[config.mk]
export PLATFORM = sky130hd
export DESIGN_NAME = inert_rd_sched
export DESIGN_NICKNAME = d
export VERILOG_FILES = /design/src/rtl/inert_rd_sched.sv
export SDC_FILE = /design/constraint.sdc
export NUM_CORES = 1
export LEC_CHECK = 0
export ABC_AREA = 1
export BUFFER_PORTS_ARGS = -buffer_cell sky130_fd_sc_hd__buf_2
export CORE_ASPECT_RATIO = 0.9
export CORE_MARGIN = 1.5
export CORE_UTILIZATION = 50
export DETAILED_ROUTE_END_ITERATION = 12
export PLACE_DENSITY = 0.74
export SYNTH_ARGS = -nofsm -noshare
export SYNTH_HDL_FRONTEND = slang
export SYNTH_SLANG_ARGS = --single-unit
[constraint.sdc]
create_clock -name clk -period 3.6 [get_ports clk]
set_input_delay 0.72 -clock clk [delete_from_list [all_inputs] [get_ports clk]]
set_output_delay 0.72 -clock clk [all_outputs]
set_load 0.01 [all_outputs]
[src/rtl/inert_rd_sched.sv]
`default_nettype none
// ============================================================================
// Module   : inert_rd_sched
// Purpose  : Read scheduler for the inertial sensor feeding the balance
//            controller. After reset it issues two configuration writes,
//            then on every period tick (while en=1) reads pitch lo/hi and
//            pitch-rate lo/hi through the shared sensor command engine.
//            It publishes ptch/ptch_rt together with a one-cycle vld pulse.
// Revision : 1.0 - initial release
// ----------------------------------------------------------------------------
// Ports
//   clk        in   1   system clock
//   rst        in   1   asynchronous active-high reset
//   en         in   1   enables periodic sampling
//   cmd_req    out  1   request to the command engine
//   cmd_wr     out  1   1 = write, 0 = read
//   cmd_addr   out  7   sensor register address
//   cmd_wdata  out  8   write data
//   cmd_ack    in   1   one-cycle completion pulse from the engine
//   cmd_rdata  in   8   read data, valid with cmd_ack
//   ptch       out  16  pitch {hi,lo}
//   ptch_rt    out  16  pitch rate {hi,lo}
//   vld        out  1   one-cycle pulse with each new ptch/ptch_rt pair
//   init_done  out  1   configuration writes completed
//   err        out  1   sticky command timeout flag
// ----------------------------------------------------------------------------
// Build option
//   INERT_TIMEOUT_EN : when defined, a watchdog abandons a command that is
//                      not acknowledged within TMO_CYC cycles and sets err.
//                      When undefined, commands wait forever and err = 0.
// ============================================================================
module inert_rd_sched #(
    parameter int fast_sim = 1
`ifdef INERT_TIMEOUT_EN
   ,parameter int TMO_CYC  = 255
`endif
) (
    input  logic        clk,
    input  logic        rst,
    input  logic        en,
    output logic        cmd_req,
    output logic        cmd_wr,
    output logic [6:0]  cmd_addr,
    output logic [7:0]  cmd_wdata,
    input  logic        cmd_ack,
    input  logic [7:0]  cmd_rdata,
    output logic [15:0] ptch,
    output logic [15:0] ptch_rt,
    output logic        vld,
    output logic        init_done,
    output logic        err
);

    // Period timer width: 512-clock period in fast simulation, 65536 otherwise.
    localparam int TW = (fast_sim != 0) ? 9 : 16;

    typedef enum logic [2:0] {
        INIT0 = 3'd0,
        INIT1 = 3'd1,
        WAIT  = 3'd2,
        RD_PL = 3'd3,
        RD_PH = 3'd4,
        RD_RL = 3'd5,
        RD_RH = 3'd6,
        PUB   = 3'd7
    } state_t;

    state_t        state;
    state_t        state_nxt;
    logic [TW-1:0] timer;
    logic          tick;
    logic          done;
    logic          tmo;
    logic          cmd_state;
    logic          raise;
    logic          wr_nxt;
    logic [6:0]    addr_nxt;
    logic [7:0]    wdata_nxt;
    logic [7:0]    lo_p;
    logic [7:0]    hi_p;
    logic [7:0]    lo_r;

    // Tick is the last count before the free-running timer wraps.
    assign tick  = &timer;
    // An ack only counts while a request is actually outstanding.
    assign done  = cmd_req & cmd_ack;
    // Requests are raised one cycle after entering a command state, which
    // also guarantees an idle cycle between back-to-back commands.
    assign raise = cmd_state & ~cmd_req;

`ifdef INERT_TIMEOUT_EN
    localparam int WDW = $clog2(TMO_CYC + 1);

    logic [WDW-1:0] wdog;

    always_ff @(posedge clk or posedge rst) begin
        if (rst) begin
            wdog <= '0;
        end else if (cmd_req && !cmd_ack) begin
            wdog <= wdog + 1'b1;
        end else begin
            wdog <= '0;
        end
    end

    // Fires in the request's TMO_CYC-th unacknowledged cycle so cmd_req is
    // high for exactly TMO_CYC cycles.
    assign tmo = cmd_req & ~cmd_ack & (wdog == WDW'(TMO_CYC - 1));

    always_ff @(posedge clk or posedge rst) begin
        if (rst) begin
            err <= 1'b0;
        end else if (tmo) begin
            err <= 1'b1;
        end
    end
`else
    assign tmo = 1'b0;
    assign err = 1'b0;
`endif

    always_ff @(posedge clk or posedge rst) begin
        if (rst) begin
            state <= INIT0;
        end else begin
            state <= state_nxt;
        end
    end

    always_comb begin
        state_nxt = state;
        cmd_state = 1'b1;
        wr_nxt    = 1'b0;
        addr_nxt  = 7'h00;
        wdata_nxt = 8'h00;
        case (state)
            INIT0: begin
                wr_nxt    = 1'b1;
                addr_nxt  = 7'h10;
                wdata_nxt = 8'h62;
                if (done) begin
                    state_nxt = INIT1;
                end else if (tmo) begin
                    state_nxt = INIT0;
                end
            end
            INIT1: begin
                wr_nxt    = 1'b1;
                addr_nxt  = 7'h11;
                wdata_nxt = 8'h4C;
                if (done) begin
                    state_nxt = WAIT;
                end else if (tmo) begin
                    state_nxt = INIT0;
                end
            end
            WAIT: begin
                cmd_state = 1'b0;
                if (tick && en) begin
                    state_nxt = RD_PL;
                end
            end
            RD_PL: begin
                addr_nxt = 7'h22;
                if (done) begin
                    state_nxt = RD_PH;
                end else if (tmo) begin
                    state_nxt = WAIT;
                end
            end
            RD_PH: begin
                addr_nxt = 7'h23;
                if (done) begin
                    state_nxt = RD_RL;
                end else if (tmo) begin
                    state_nxt = WAIT;
                end
            end
            RD_RL: begin
                addr_nxt = 7'h24;
                if (done) begin
                    state_nxt = RD_RH;
                end else if (tmo) begin
                    state_nxt = WAIT;
                end
            end
            RD_RH: begin
                addr_nxt = 7'h25;
                if (done) begin
                    state_nxt = PUB;
                end else if (tmo) begin
                    state_nxt = WAIT;
                end
            end
            PUB: begin
                cmd_state = 1'b0;
                state_nxt = WAIT;
            end
            default: begin
                cmd_state = 1'b0;
                state_nxt = INIT0;
            end
        endcase
    end

    always_ff @(posedge clk or posedge rst) begin
        if (rst) begin
            timer     <= '0;
            cmd_req   <= 1'b0;
            cmd_wr    <= 1'b0;
            cmd_addr  <= 7'h00;
            cmd_wdata <= 8'h00;
            lo_p      <= 8'h00;
            hi_p      <= 8'h00;
            lo_r      <= 8'h00;
            ptch      <= 16'h0000;
            ptch_rt   <= 16'h0000;
            vld       <= 1'b0;
            init_done <= 1'b0;
        end else begin
            timer <= timer + 1'b1;
            vld   <= 1'b0;

            if (raise) begin
                cmd_req   <= 1'b1;
                cmd_wr    <= wr_nxt;
                cmd_addr  <= addr_nxt;
                cmd_wdata <= wdata_nxt;
            end else if (done || tmo) begin
                cmd_req <= 1'b0;
            end

            if (done) begin
                case (state)
                    INIT1: init_done <= 1'b1;
                    RD_PL: lo_p <= cmd_rdata;
                    RD_PH: hi_p <= cmd_rdata;
                    RD_RL: lo_r <= cmd_rdata;
                    RD_RH: begin
                        // Loaded on the transition into PUB so the new pair
                        // and vld are both presented during the PUB cycle,
                        // one cycle after the final ack.
                        ptch    <= {hi_p, lo_p};
                        ptch_rt <= {cmd_rdata, lo_r};
                        vld     <= 1'b1;
                    end
                    default: begin
                    end
                endcase
            end
        end
    end

endmodule
`default_nettype wire

==> run_summary.xml <==
<?xml version="1.0" encoding="UTF-8"?>
<metrics>
  <group name="global_routing">
    <metric name="track_usage" unit="">0.198</metric>
    <metric name="grt_antenna_before_repair" unit="">0</metric>
    <metric name="grt.overflow.total" unit="">0</metric>
    <metric name="pin_count_of_the_biggest_net_entering_global_routing" unit="">80</metric>
    <metric name="grt_pass1_vias" unit="">2215</metric>
    <metric name="grt_pass1_wl" unit="um">10200</metric>
  </group>
  <group name="final_layout">
    <metric name="antennaDiodeCount" unit="">0</metric>
    <metric name="finalCoreUtilization" unit="">0.593</metric>
    <metric name="layout_cell_share_with_drive_strength_beyond_1" unit="">0.216</metric>
    <metric name="final_area" unit="um2">3610</metric>
    <metric name="n_fill_cell" unit="">521</metric>
    <metric name="finish.net_count" unit="">402</metric>
    <metric name="areaGrowthSynthToFinish" unit="%">15.0</metric>
  </group>
  <group name="floorplanning">
    <metric name="chipWidth" unit="um">86.5</metric>
    <metric name="start_util" unit="">0.516</metric>
    <metric name="floorplan.die_area" unit="um2">6760</metric>
    <metric name="top_level_ports" unit="">64</metric>
    <metric name="placement_rows" unit="">27</metric>
    <metric name="die-height" unit="um">78.1</metric>
    <metric name="core_area" unit="um2">6080</metric>
  </group>
  <group name="sta">
    <metric name="timing.setup.tns" unit="ns">0</metric>
    <metric name="holdWs" unit="ns">0.455</metric>
    <metric name="setup_ws" unit="ns">1.54</metric>
    <metric name="timing.final.setup_violations" unit="">0</metric>
    <metric name="worstMarginPinSlew" unit="ns">0.967</metric>
    <metric name="max-slew-margin-rel" unit="">0.356</metric>
    <metric name="fin_worst_skew" unit="ns">0.00750</metric>
    <metric name="timing.final.crit_share" unit="">0.572</metric>
    <metric name="max_clock_freq" unit="MHz">486</metric>
    <metric name="final_period_minus_worst_setup_slack" unit="ns">2.06</metric>
    <metric name="hold_viol_final" unit="">0</metric>
    <metric name="grt_setup_unrepaired" unit="">false</metric>
    <metric name="maxSlewViolCount" unit="">0</metric>
  </group>
  <group name="detailed_routing">
    <metric name="post_drt_via_cell_ratio" unit="">4.91</metric>
    <metric name="number_of_violations_reported_at_the_end_of_detailed_routing_iteration_0" unit="">168</metric>
    <metric name="route.final.wire_length" unit="um">6010</metric>
    <metric name="postRouteAntennaNets" unit="">0</metric>
    <metric name="dr.pass1.iters" unit="">4</metric>
    <metric name="detail_route.drc_violations" unit="">0</metric>
    <metric name="via_count" unit="">2285</metric>
    <metric name="post_drt_wl_per_cell" unit="um">12.9</metric>
  </group>
  <group name="pwr">
    <metric name="static-leakage-power" unit="nW">2.04</metric>
    <metric name="switching_share" unit="">0.355</metric>
    <metric name="pwr_density_cell" unit="nW/um2">804</metric>
    <metric name="seq_power_share" unit="">0.481</metric>
    <metric name="combPwrFrac" unit="">0.290</metric>
    <metric name="cellInternalPower" unit="mW">1.87</metric>
    <metric name="share_clk_of_total_power" unit="">0.229</metric>
    <metric name="net-switching-power" unit="mW">1.03</metric>
    <metric name="maximum_ir_drop_on_the_vdd_rail" unit="V">0.000339</metric>
  </group>
  <group name="clock_network">
    <metric name="clkTransAtPathRegs" unit="ns">0.08</metric>
    <metric name="clock_latency_late_sink" unit="ns">0.34</metric>
    <metric name="clock_sink_count" unit="">79</metric>
    <metric name="cts_max_path_buffers" unit="">2</metric>
    <metric name="cts_made_buffers" unit="">9</metric>
    <metric name="postCtsSetupRepairBufs" unit="">0</metric>
    <metric name="clock_tree.htree_level_count" unit="">3</metric>
    <metric name="post_cts_resize_count" unit="">0</metric>
    <metric name="root_buffer" unit="">sky130_fd_sc_hd__clkbuf_8</metric>
    <metric name="tritoncts_clock_tree" unit="">done</metric>
    <metric name="postCtsHoldBufs" unit="">0</metric>
  </group>
  <group name="place">
    <metric name="routabilityCongestion" unit="">0.864</metric>
    <metric name="pre_cts_ws" unit="ns">1.22</metric>
    <metric name="count_of_buffers_from_port_buffering" unit="">57</metric>
    <metric name="dp_hpwl" unit="um">4030</metric>
    <metric name="place_area" unit="um2">3400</metric>
  </group>
  <group name="critical_path">
    <metric name="regToRegSetupSlack" unit="ns">1.55</metric>
    <metric name="cp.arrival" unit="ns">2.34</metric>
    <metric name="critical_path_most_common_cell" unit="">sky130_fd_sc_hd__nand2_1</metric>
    <metric name="r2r-start" unit="">state[1]</metric>
    <metric name="critical_path.cell_chain" unit="">buf_2 &gt; nand2_1 &gt; nor2_4 &gt; nand2_2 &gt; inv_2 &gt; nand2_1 &gt; nand2_1</metric>
    <metric name="critPathTopFamily" unit="">simple AND/OR/NAND/NOR gates</metric>
    <metric name="critical_path.startpoint_type" unit="">input pin</metric>
    <metric name="cp_slowest_cell" unit="">sky130_fd_sc_hd__inv_2</metric>
    <metric name="timing.critical_path.fanout_max" unit="">41</metric>
    <metric name="critical_path_buf_inv_count" unit="">2</metric>
    <metric name="cp_slowest_stage_delay" unit="ns">0.54</metric>
    <metric name="worst_ep_required_time" unit="ns">3.88</metric>
    <metric name="critical_path.reg2reg.endpoint" unit="">ptch[5]</metric>
    <metric name="critical_path.endpoint_type" unit="">flop</metric>
    <metric name="count_of_cells_along_the_worst_register_to_register_path" unit="">6</metric>
    <metric name="path_class" unit="">input pin to flop</metric>
  </group>
  <group name="logic_synthesis">
    <metric name="synth.yosys.seq_area_share" unit="">0.630</metric>
    <metric name="synth_warnings" unit="">0</metric>
    <metric name="netlist-cell-type-count" unit="">21</metric>
    <metric name="synth.cell_area" unit="um2">3140</metric>
    <metric name="ys_seq_elements" unit="">79</metric>
    <metric name="netlist_instances" unit="">333</metric>
    <metric name="syn-mean-instance-area" unit="um2">9.42</metric>
  </group>
  <group name="worst_hold_path">
    <metric name="worst_hold_path.num_cells" unit="">1</metric>
    <metric name="holdPathEnd" unit="">timer[0]</metric>
    <metric name="hold_path_class" unit="">flop to flop</metric>
    <metric name="timing.hold.worst.start" unit="">timer[0]</metric>
  </group>
  <group name="outcome">
    <metric name="status" unit="">complete, no violations</metric>
  </group>
  <group name="job">
    <metric name="max_cap_violations" unit="">0</metric>
  </group>
</metrics>
[synthesized netlist by cell type, drive strengths merged]
library cell / n / share of area
buf: 19 / 0.044
o21bai: 1 / 0.0024
ha: 2 / 0.0080
o21ai: 36 / 0.057
conb: 1 / 0.0012
nand3: 14 / 0.024
nand2: 144 / 0.18
dfrtp: 79 / 0.63
clkinv: 1 / 0.0012
inv: 21 / 0.025
nor3: 2 / 0.0032
nor2: 8 / 0.014
xor2: 5 / 0.014
[state kept, by name (all words and copies together) (netlist names)]
| name | cells |
|---|---|
| init_done | 1 |
| cmd_req | 1 |
| timer | 9 |
| state | 3 |
| ptch_rt | 16 |
| cmd_wdata | 3 |
| ptch | 16 |
| cmd_addr | 5 |
| vld | 1 |
| lo_r | 8 |
| hi_p | 8 |
| lo_p | 8 |
[how the worst max path moves through the flow]
stage / cells after the start / endpoint / from
finish: 7 / ptch[5] / cmd_ack
global route: 6 / ptch_rt[1] / state[1]
CTS: 6 / ptch[1] / state[1]
detailed placement: 7 / ptch[1] / cmd_ack
global placement: 7 / ptch[11] / cmd_ack
floorplan: 1 / cmd_addr[0] / rst
[area by class of cell]
class                   instances  area (um2)  area share
clock inverters                 6        68.8      0.0191
inverters                      22        82.6      0.0229
clock buffers                  10         138      0.0382
well taps                      72        90.1      0.0250
multi-input cells             218         957       0.265
flip-flops and latches         79        1980       0.548
repair buffers                 58         293      0.0812
[power by group through the flow]
stage	logic, mW	registers (mW)	clock network [mW]
floorplan	0.504	1.46	0
global placement	0.816	1.40	0
detailed placement	0.847	1.41	0
CTS	0.851	1.39	0.675
global route	0.974	1.43	0.709
finish	0.842	1.40	0.664
[per-layer routing]
metal	vias up	wire (um)	GRT usage	part of all wire
met5	-	0	0	0
li1	1140	-	-	-
met2	68	2610	0.302	0.43
met4	0	137	0.0952	0.023
met1	1063	2960	0.273	0.49
met3	14	301	0.0368	0.050
[per-stage QoR]
step	std cells	total power [mW]
floorplan	338	1.96
global placement	449	2.22
detailed placement	449	2.26
CTS	465	2.92
global route	465	3.12
finish	465	2.90
[layout by cell type, fill, tap and decap left out, drive strengths merged, types with 2 or more instances in the layout]
master	n
nand2	144
buf	58
nor2	8
xor2	5
ha	2
conb	6
clkbuf	10
inv	22
o21ai	36
nor3	2
clkinvlp	4
dfrtp	79
nand3	14
[logic make-up after synthesis]
family,count (synthesis),share of synthesized area
adders and majority gates,2,0.00798
buffers and inverters,41,0.0706
other,1,0.00120
and+or+nand+nor,168,0.216
xor gates and xnor gates,5,0.0140
AOI/OAI and AO/OA,37,0.0598
DFF,79,0.630
Note: power is estimated with default switching activity, not from simulation.
